--- src/rtl/seven_seg_capture.sv ---
// -----------------------------------------------------------------------------
// seven_seg_capture
//
// Receive-side monitor for a multiplexed 4-digit seven-segment display.
// It samples the active-low anode select and the active-low segment bus and
// waits until a digit slot has held one pattern for STABLE_CYCLES samples. It
// then decodes the glyph back to a 4-bit digit and stores it in a shadow slot.
// When all four slots have been captured, the whole 16-bit value is published
// on digits_out, and frame_valid pulses for one cycle.
//
// Parameters:
//   STABLE_CYCLES   consecutive identical samples required for a capture (>= 2)
//   TIMEOUT_CYCLES  cycles without a completed frame before timeout rises
//
// Ports:
//   clk             system clock
//   reset           synchronous reset, active-low
//   anode_bits      digit select, active-low one-hot (bit3 thousands .. bit0 ones)
//   seven_segments  segments {a,b,c,d,e,f,g} on [6:0], active-low
//   digits_out      last complete frame, thousands in [15:12] .. ones in [3:0]
//   frame_valid     one-cycle pulse when digits_out updates
//   seg_err         one-cycle pulse: a stable pattern is not a legal glyph
//   anode_err       one-cycle pulse on entry to a multi-low anode select
//   timeout         level: no frame completed within TIMEOUT_CYCLES
//
// Build option:
//   SEVEN_SEG_CAPTURE_HEX_EN  when defined, the glyphs A, b, C, d, E and F
//                             decode to 4'hA..4'hF. Otherwise they are illegal.
// -----------------------------------------------------------------------------
module seven_seg_capture #(
  parameter int STABLE_CYCLES  = 4,
  parameter int TIMEOUT_CYCLES = 1000000
) (
  input  logic        clk,
  input  logic        reset,
  input  logic [3:0]  anode_bits,
  input  logic [6:0]  seven_segments,
  output logic [15:0] digits_out,
  output logic        frame_valid,
  output logic        seg_err,
  output logic        anode_err,
  output logic        timeout
);

  localparam int CNT_W = $clog2(STABLE_CYCLES + 1);
  localparam int TO_W  = $clog2(TIMEOUT_CYCLES + 1);
  localparam logic [CNT_W-1:0] CNT_MAX = CNT_W'(STABLE_CYCLES);
  localparam logic [TO_W-1:0]  TO_LAST = TO_W'(TIMEOUT_CYCLES - 1);

  typedef enum logic [1:0] {
    WAIT   = 2'd0,
    SETTLE = 2'd1,
    HELD   = 2'd2
  } state_t;

  // Returns {legal, digit}.
  function automatic logic [4:0] decode_glyph(input logic [6:0] seg);
    logic [4:0] r;
    case (seg)
      7'b0000001: r = {1'b1, 4'h0};
      7'b1001111: r = {1'b1, 4'h1};
      7'b0010010: r = {1'b1, 4'h2};
      7'b0000110: r = {1'b1, 4'h3};
      7'b1001100: r = {1'b1, 4'h4};
      7'b0100100: r = {1'b1, 4'h5};
      7'b0100000: r = {1'b1, 4'h6};
      7'b0001111: r = {1'b1, 4'h7};
      7'b0000000: r = {1'b1, 4'h8};
      7'b0000100: r = {1'b1, 4'h9};
`ifdef SEVEN_SEG_CAPTURE_HEX_EN
      7'b0001000: r = {1'b1, 4'hA};
      7'b1100000: r = {1'b1, 4'hB};
      7'b0110001: r = {1'b1, 4'hC};
      7'b1000010: r = {1'b1, 4'hD};
      7'b0110000: r = {1'b1, 4'hE};
      7'b0111000: r = {1'b1, 4'hF};
`endif
      default:    r = {1'b0, 4'h0};
    endcase
    return r;
  endfunction

  function automatic logic [2:0] count_low(input logic [3:0] a);
    logic [2:0] z;
    z = 3'd0;
    for (int i = 0; i < 4; i++) begin
      if (!a[i]) z = z + 3'd1;
    end
    return z;
  endfunction

  // Position of the low bit. Only meaningful for a legal one-hot-low select.
  function automatic logic [1:0] slot_of(input logic [3:0] a);
    logic [1:0] idx;
    idx = 2'd0;
    for (int i = 0; i < 4; i++) begin
      if (!a[i]) idx = 2'(i);
    end
    return idx;
  endfunction

  // The counter saturates at STABLE_CYCLES, so a long hold can never wrap
  // and fake a second stable point.
  function automatic logic [CNT_W-1:0] sat_inc(input logic [CNT_W-1:0] c);
    return (c == CNT_MAX) ? c : c + 1'b1;
  endfunction

  logic [3:0]       anode_p0;
  logic [6:0]       seg_p0;
  logic [CNT_W-1:0] stab_cnt_p0;

  state_t           state_p1;
  logic [15:0]      shadow_p1;
  logic [3:0]       mask_p1;
  logic             was_bad_p1;
  logic [TO_W-1:0]  to_cnt;

  logic       pair_same;
  logic [2:0] low_cnt;
  logic       one_hot;
  logic       anode_bad;
  logic       changed;
  logic [4:0] glyph;
  logic [1:0] slot;
  logic [3:0] slot_bit;
  logic       capture;
  logic       cap_legal;
  logic       frame_vld_p1;
  logic       frame_done_now;

  always_comb begin
    pair_same      = ({anode_bits, seven_segments} == {anode_p0, seg_p0});
    low_cnt        = count_low(anode_p0);
    one_hot        = (low_cnt == 3'd1);
    anode_bad      = (low_cnt >= 3'd2);
    changed        = (stab_cnt_p0 == CNT_W'(1));
    glyph          = decode_glyph(seg_p0);
    slot           = slot_of(anode_p0);
    slot_bit       = 4'b0001 << slot;
    capture        = (state_p1 == SETTLE) && (stab_cnt_p0 == CNT_MAX);
    cap_legal      = capture && glyph[4];
    frame_vld_p1   = (mask_p1 == 4'hF);
    frame_done_now = cap_legal && ((mask_p1 | slot_bit) == 4'hF);
  end

  // ---- stage p0: input sample pair and stability count ----
  // ---- stage p1: window FSM, shadow slots, frame publish ----
  always_ff @(posedge clk) begin
    if (!reset) begin
      anode_p0    <= 4'hF;
      seg_p0      <= 7'h7F;
      stab_cnt_p0 <= '0;
      state_p1    <= WAIT;
      shadow_p1   <= 16'h0000;
      mask_p1     <= 4'h0;
      was_bad_p1  <= 1'b0;
      digits_out  <= 16'h0000;
      frame_valid <= 1'b0;
      seg_err     <= 1'b0;
      anode_err   <= 1'b0;
    end else begin
      anode_p0    <= anode_bits;
      seg_p0      <= seven_segments;
      stab_cnt_p0 <= pair_same ? sat_inc(stab_cnt_p0) : CNT_W'(1);

      // Only the transition into a multi-low select is reported.
      was_bad_p1  <= anode_bad;
      anode_err   <= anode_bad && !was_bad_p1;
      seg_err     <= capture && !glyph[4];

      frame_valid <= frame_vld_p1;
      if (frame_vld_p1) digits_out <= shadow_p1;

      if (cap_legal) shadow_p1[{slot, 2'b00} +: 4] <= glyph[3:0];

      if (frame_vld_p1)
        mask_p1 <= cap_legal ? slot_bit : 4'h0;
      else if (cap_legal)
        mask_p1 <= mask_p1 | slot_bit;

      case (state_p1)
        WAIT: begin
          if (one_hot) state_p1 <= SETTLE;
        end
        SETTLE: begin
          // A change reloads the counter, so re-settling under a new anode
          // simply waits for the count to climb again.
          if (capture)
            state_p1 <= HELD;
          else if (changed && !one_hot)
            state_p1 <= WAIT;
        end
        HELD: begin
          if (changed) state_p1 <= one_hot ? SETTLE : WAIT;
        end
        default: state_p1 <= WAIT;
      endcase
    end
  end

  // A completing capture suppresses a coincident expiry. The counter then
  // clears on the frame_valid edge that follows.
  always_ff @(posedge clk) begin
    if (!reset) begin
      to_cnt  <= '0;
      timeout <= 1'b0;
    end else if (frame_vld_p1) begin
      to_cnt  <= '0;
      timeout <= 1'b0;
    end else if (!timeout && !frame_done_now) begin
      to_cnt <= to_cnt + 1'b1;
      if (to_cnt == TO_LAST) timeout <= 1'b1;
    end
  end

endmodule

--- config.mk ---
export PLATFORM = sky130hd
export DESIGN_NAME = seven_seg_capture
export DESIGN_NICKNAME = d
export VERILOG_FILES = /design/src/rtl/seven_seg_capture.sv
export SDC_FILE = /design/constraint.sdc
export NUM_CORES = 1
export LEC_CHECK = 0
export CAP_MARGIN = 0
export CORE_AREA = 2 2 93 95
export DETAILED_ROUTE_END_ITERATION = 16
export DIE_AREA = 0 0 95 97
export GPL_TIMING_DRIVEN = 0
export SKIP_LAST_GASP = 1
export SYNTH_ARGS = -nofsm -noshare
export SYNTH_HDL_FRONTEND = slang
export SYNTH_SLANG_ARGS = --single-unit
export TNS_END_PERCENT = 30
--- constraint.sdc ---
create_clock -name clk -period 2.4 [get_ports clk]
set_input_delay 0.48 -clock clk [delete_from_list [all_inputs] [get_ports clk]]
set_output_delay 0.48 -clock clk [all_outputs]
set_load 0.01 [all_outputs]
* Word level (Yosys, flattened, before mapping)
Cells that the tools add are included.
** Storage, ports and cells
- Bits in registers :: 77
- Latch bits :: 0
- Bits in writable memories :: 0
- Bits in read-only memories :: 0
- Input port bits :: 13
- Output and inout bits :: 20
- Word-level logic and storage cells :: 87
- Memories :: 0
** Operators by class
- $add $sub $neg :: 6
- Multipliers :: 0
- Divide/modulo/power cells :: 0
- $lt $le $gt $ge :: 1
- Equal/unequal tests :: 22
- Shifts and indexed selects :: 3
- Muxes and demuxes :: 20
- Bitwise gates (word level) :: 2
- Reduce and logical (&&, ||, !) cells :: 19
** Operators with widths (number)
- case mux 5 bit (10 select lines) :: 1
- adder 20 x 1 -> 20 bit (second input constant) :: 1
- == test 20 bit (second input constant) :: 1
- bitwise mux 16 bit :: 1
- variable shift 4 x 6 -> 16 bit (first input constant) :: 1
- indexed part select 4 x 6 -> 16 bit :: 1
- == test 7 x 3 -> 1 bit (second input constant) :: 2
- == test 7 x 6 -> 1 bit (second input constant) :: 2
- == test 7 bit (second input constant) :: 2
- adder 3 x 1 -> 3 bit (second input constant) :: 4
- two-way mux 2 bit :: 6
- two-way mux 4 bit :: 3
- == test 11 bit :: 1
- two-way mux 3 bit :: 3
- == test 4 bit (second input constant) :: 2
- == test 7 x 1 -> 1 bit (second input constant) :: 1
- == test 7 x 4 -> 1 bit (second input constant) :: 1
- == test 7 x 5 -> 1 bit (second input constant) :: 1
- logical AND 1 bit :: 7
- zero test 7 bit :: 1
- == test 3 x 1 -> 1 bit (second input constant) :: 2
- inequality test 2 bit (second input constant) :: 3
- negator 4 -> 6 bit :: 1
- case mux 2 bit (3 select lines) :: 1
- 15 further kinds :: 24

* Depth between registers and ports, before layout
- Depth in word-level cells :: 13
- Depth in mapped cells :: 9
- Gate-level depth less buffers :: 9

* Worst setup path after synthesis
No wires, ideal clock.
- Path kind :: reg2reg
- Start :: reg anode_p0[1]
- End :: reg state_p1[0]
- Library setup time :: 75 ps
- Arrival :: 1935 ps
- Required time :: 2325 ps
- Setup slack :: 390 ps
- Stages on the path, launching flop included :: 8
- Buffers on the path :: 0
- Period minus slack after synthesis :: 2010 ps
- Cells stage by stage :: dfxtp_1 > inv_1 > ha_1 > xnor2_1 > ha_1 > or3_1 > mux2_2 > o22ai_1
** On the way
- Word-level cells in the longest chain between the ends :: 10
- Elaborated cells between the ends (all ways) :: 14
- Classes of those cells :: add/sub (2); eq/ne (3); mux (6); reduce/logical (3)
** Ends and longest elaborated chain
- from (decl) :: RTL line 108 : logic [3:0] anode_p0;
- from (signal assigned) :: RTL line 162 : anode_p0 <= anode_bits;
- two-way mux 3 bit * :: RTL line 87 : if (!a[i]) z = z + 3'd1;
- adder 3 x 1 -> 3 bit :: RTL line 87
- two-way mux 3 bit * :: RTL line 87
- adder 3 x 1 -> 3 bit :: RTL line 87
- two-way mux 3 bit * :: RTL line 87
- == test 3 x 1 -> 1 bit * :: RTL line 134 : one_hot = (low_cnt == 3'd1);
- zero test 1 bit :: RTL line 190 : else if (changed && !one_hot)
- logical AND 1 bit :: RTL line 190
- inequality test 3 x 2 -> 1 bit (no source line)
- AND reduction 3 bit (no source line)
- to (signal assigned) :: RTL line 194 : if (changed) state_p1 <= one_hot ? SETTLE : WAIT;
- to (decl) :: RTL line 112 : state_t state_p1;
Mark *: on every way between the ends. The rest lies on a longest branch, timed or not. The select of a mux whose other input is x is not followed.
A chain may end at the register's enable or synchronous reset.

* Final worst setup path
- Start :: reg seg_p0[3]
- End :: reg shadow_p1[5]
** On the way
- Word-level cells in the longest chain between the ends :: 4
- Elaborated cells between the ends (all ways) :: 14
- Classes of those cells :: eq/ne (9); shift (1); mux (2); reduce/logical (2)
** Ends and longest elaborated chain
- from (decl) :: RTL line 109 : logic [6:0] seg_p0;
- from (signal assigned) :: RTL line 163 : seg_p0 <= seven_segments;
- == test 7 x 3 -> 1 bit (tied with other cells) :: RTL line 59 : case (seg)
- case mux 5 bit (10 select lines) * :: RTL line 59
- indexed part select 4 x 6 -> 16 bit :: RTL line 174 : if (cap_legal) shadow_p1[{slot, 2'b00} +: 4] <= glyph[3:0];
- bitwise mux 16 bit :: RTL line 174
- to (signal, indexed assignment) :: RTL line 174
- to (decl) :: RTL line 113 : logic [15:0] shadow_p1;
Mark *: on every way between the ends. The rest lies on a longest branch, timed or not.

==> results.md <==
- Status: completed
- Final Hold Violating Endpoints: 0
- Primary FF master, synth: dfxtp_1
- Vias in the first global route: 2761
- Synthesis-stage register bit count: 77
- # rows: 33
- Mapped Area: 3600 um^2
- Final period util: 94.4%
- H-tree level count: 3
- Hold WC Path Type: reg -> reg
- Least-Margin Pin Slew: 0.647 ns
- Worst VDD drop: 255 uV
- Vias per inst: 5.12
- CP Launch Type: register
- Register area share after synthesis: 42.8%
- Core area: 8130 um^2
- Die H: 97 um
- Max-Cap Viols: 0
- Gate Count Post-Synth: 401
- Synth top area cells: dfxtp_1 43%, nand2_1 7.3%, xnor2_1 6.6%, mux2i_1 5.0%, a21oi_1 4.2%
- GPL Wtd Cong: 0.786
- Hold buffer count at cts: 0
- PortBufs: 31
- Design area: 4250 um^2
- Antenna fix cells: 0
- Layout cells sized above 1: 10.7%
- WS Path Type: reg -> reg
- Top-count cell post-synth: dfxtp_1
- Worst path arrival time: 2.56 ns
- Post-DP HPWL: 5380 um
- Clock Latency Late Sink: 0.37 ns
- Power Total: 2.50 mW
- PwrDens: 589 nW/um^2
- GRT Residual Overflow: 0
- Initial antenna violation count: 0
- CP required: 2.70 ns
- Initial DRC count: 115
- Vias: 2833
- Most instantiated cells after synthesis: 77 x dfxtp_1, 70 x nand2_1, 31 x nor2_1
- Crit path capture type: register
- Crit path time final: 2.27 ns
- Max Transition Viols Final: 0
- Initial Util: 44.2%
- Die Width: 95 um
- Syn_area_per_cell: 8.97 um^2
- Worst-path clk slew: 0.08 ns
- Crit path max fanout: 10
- GRT Util Overall: 18.0%
- DRT antenna net count: 0
- Placement Cell Area: 4040 um^2
- Total Wirelength: 7520 um
- Slew Limit Headroom: 56.8%
- CTS Buffer Depth: 2
- Setup-failing EPs final: 0
- Synth warn: 0
- CTS root buffer: clkbuf_8
- EDFF count, synth: 0
- Clock Sinks: 77
- CTS tree: yes
- Synth area leader: dfxtp_1
- Largest net degree at the start of global routing: 16
- Count of cell types in the netlist: 53
- Number of remaining DRC errors: 0
- Synth Net Count: 421
- Nets: 463
- Avg WL per Cell: 13.6 um
- Area share of the largest cell type after synthesis: 42.8%
- Async set or reset register ratio after synthesis: 0%
- CTS buffer count: 9
- First-pass GRT wire length: 13100 um
- Worst Skew: 0.0114 ns
- Synth-to-layout area growth: 18.1%
- IO Count: 33
- TritonRoute pass-1 iters: 6
- Peak Freq: 441 MHz
- Leakage: 1.43 nW
- RSZ-0062 raised after global routing: true
- DIE AREA: 9220 um^2
-- worst max-delay path: stages, from the launching register on --
cell     delay [ns]
dfxtp_1        0.31
buf_2          0.16
or3_1          0.36
a21o_1         0.23
a31oi_4        0.43
buf_6          0.23
and2_1         0.14
buf_4          0.15
mux2i_1        0.19
-- logic make-up (layout without fill, tap and decap cells) --
kind of cell               after synthesis  after routing  synth area share (%)
xor gates and xnor gates                29             29                  7.06
buffers and inverters                   33             80                  4.38
DFF                                     77             77                  42.8
and+or+nand+nor                        172            172                  23.6
AOI/OAI and AO/OA                       64             64                  14.3
muxes                                   19             19                  5.32
adders and majority gates                7              7                  2.43
-- state kept, by name (all words and copies together) (netlist names) --
name / cells
shadow_p1: 16
mask_p1: 4
timeout: 1
stab_cnt_p0: 3
digits_out: 16
to_cnt: 20
frame_valid: 1
anode_err: 1
anode_p0: 4
was_bad_p1: 1
seg_err: 1
seg_p0: 7
state_p1: 2
-- path summary, 6_finish.rpt --
path,to,slack (ns),start,cells past startpoint
setup reg to reg,shadow_p1[5],0.13,seg_p0[3],8
hold / removal,anode_err,0.39,was_bad_p1,1
setup / recovery,shadow_p1[5],0.13,seg_p0[3],8
hold reg to reg,anode_err,0.39,was_bad_p1,1
-- stage by stage --
stage	instances	worst slack [ns]	hold slack [ns]	utilization (%)	TNS [ns]
after floorplan	401	0.390	0.367	-	0
after global placement	537	0.184	0.372	49.7	0
after detailed placement	537	0.130	0.379	49.7	0
after CTS	553	0.108	0.392	52.2	0
after global routing	553	-0.0178	0.428	52.2	-0.0425
final	553	0.134	0.390	52.2	0
-- layer usage --
| layer | vias up | part of all wire [%] | GRT usage (%) |
|---|---|---|---|
| li1 | 1472 | - | - |
| met5 | - | 0 | 0 |
| met2 | 62 | 44 | 27.4 |
| met4 | 0 | 2.0 | 7.25 |
| met3 | 12 | 4.3 | 4.60 |
| met1 | 1287 | 49 | 24.3 |
-- report_power, final --
part           switching, mW  internal [mW]  leakage, nW  total (mW)
Clock                  0.539          0.495        0.105        1.03
Sequential            0.0193           1.30        0.625        1.32
Combinational         0.0808         0.0733        0.703       0.154
-- layout by cell type (no fill, tap or decap), types with 4 or more instances in the layout --
cell | Yosys | final
dfxtp_1 | 77 | 77
nand2_1 | 70 | 70
nor2_1 | 31 | 31
clkdlybuf4s50_1 | 0 | 31
a21oi_1 | 30 | 30
xnor2_1 | 27 | 27
mux2i_1 | 18 | 18
nand2b_1 | 15 | 15
nand3_1 | 13 | 13
clkbuf_1 | 12 | 12
clkbuf_8 | 0 | 9
inv_1 | 7 | 7
nand4_1 | 7 | 7
a2111oi_2 | 7 | 7
ha_1 | 7 | 7
buf_2 | 6 | 6
buf_4 | 5 | 5
nor3_1 | 5 | 5
a31oi_1 | 4 | 4
or3_1 | 4 | 4
and3_1 | 4 | 4
a211oi_1 | 4 | 4
inv_6 | 0 | 4
-- timing repair --
action | 4_1_cts | 5_1_grt
buffers inserted | 0 | 0
setup endpoints to repair | 0 | 5
resized for setup | 0 | 1
-- final cells by class --
class	count	area [um^2]
Fill cell	766	3880
Clock inverter	7	78.8
Multi-Input combinational cell	291	1910
Timing Repair Buffer	31	310
Buffer	25	128
Tap cell	105	131
Clock buffer	9	124
Sequential cell	77	1540
Inverter	8	30.0
(Power assumes the default switching activity.)
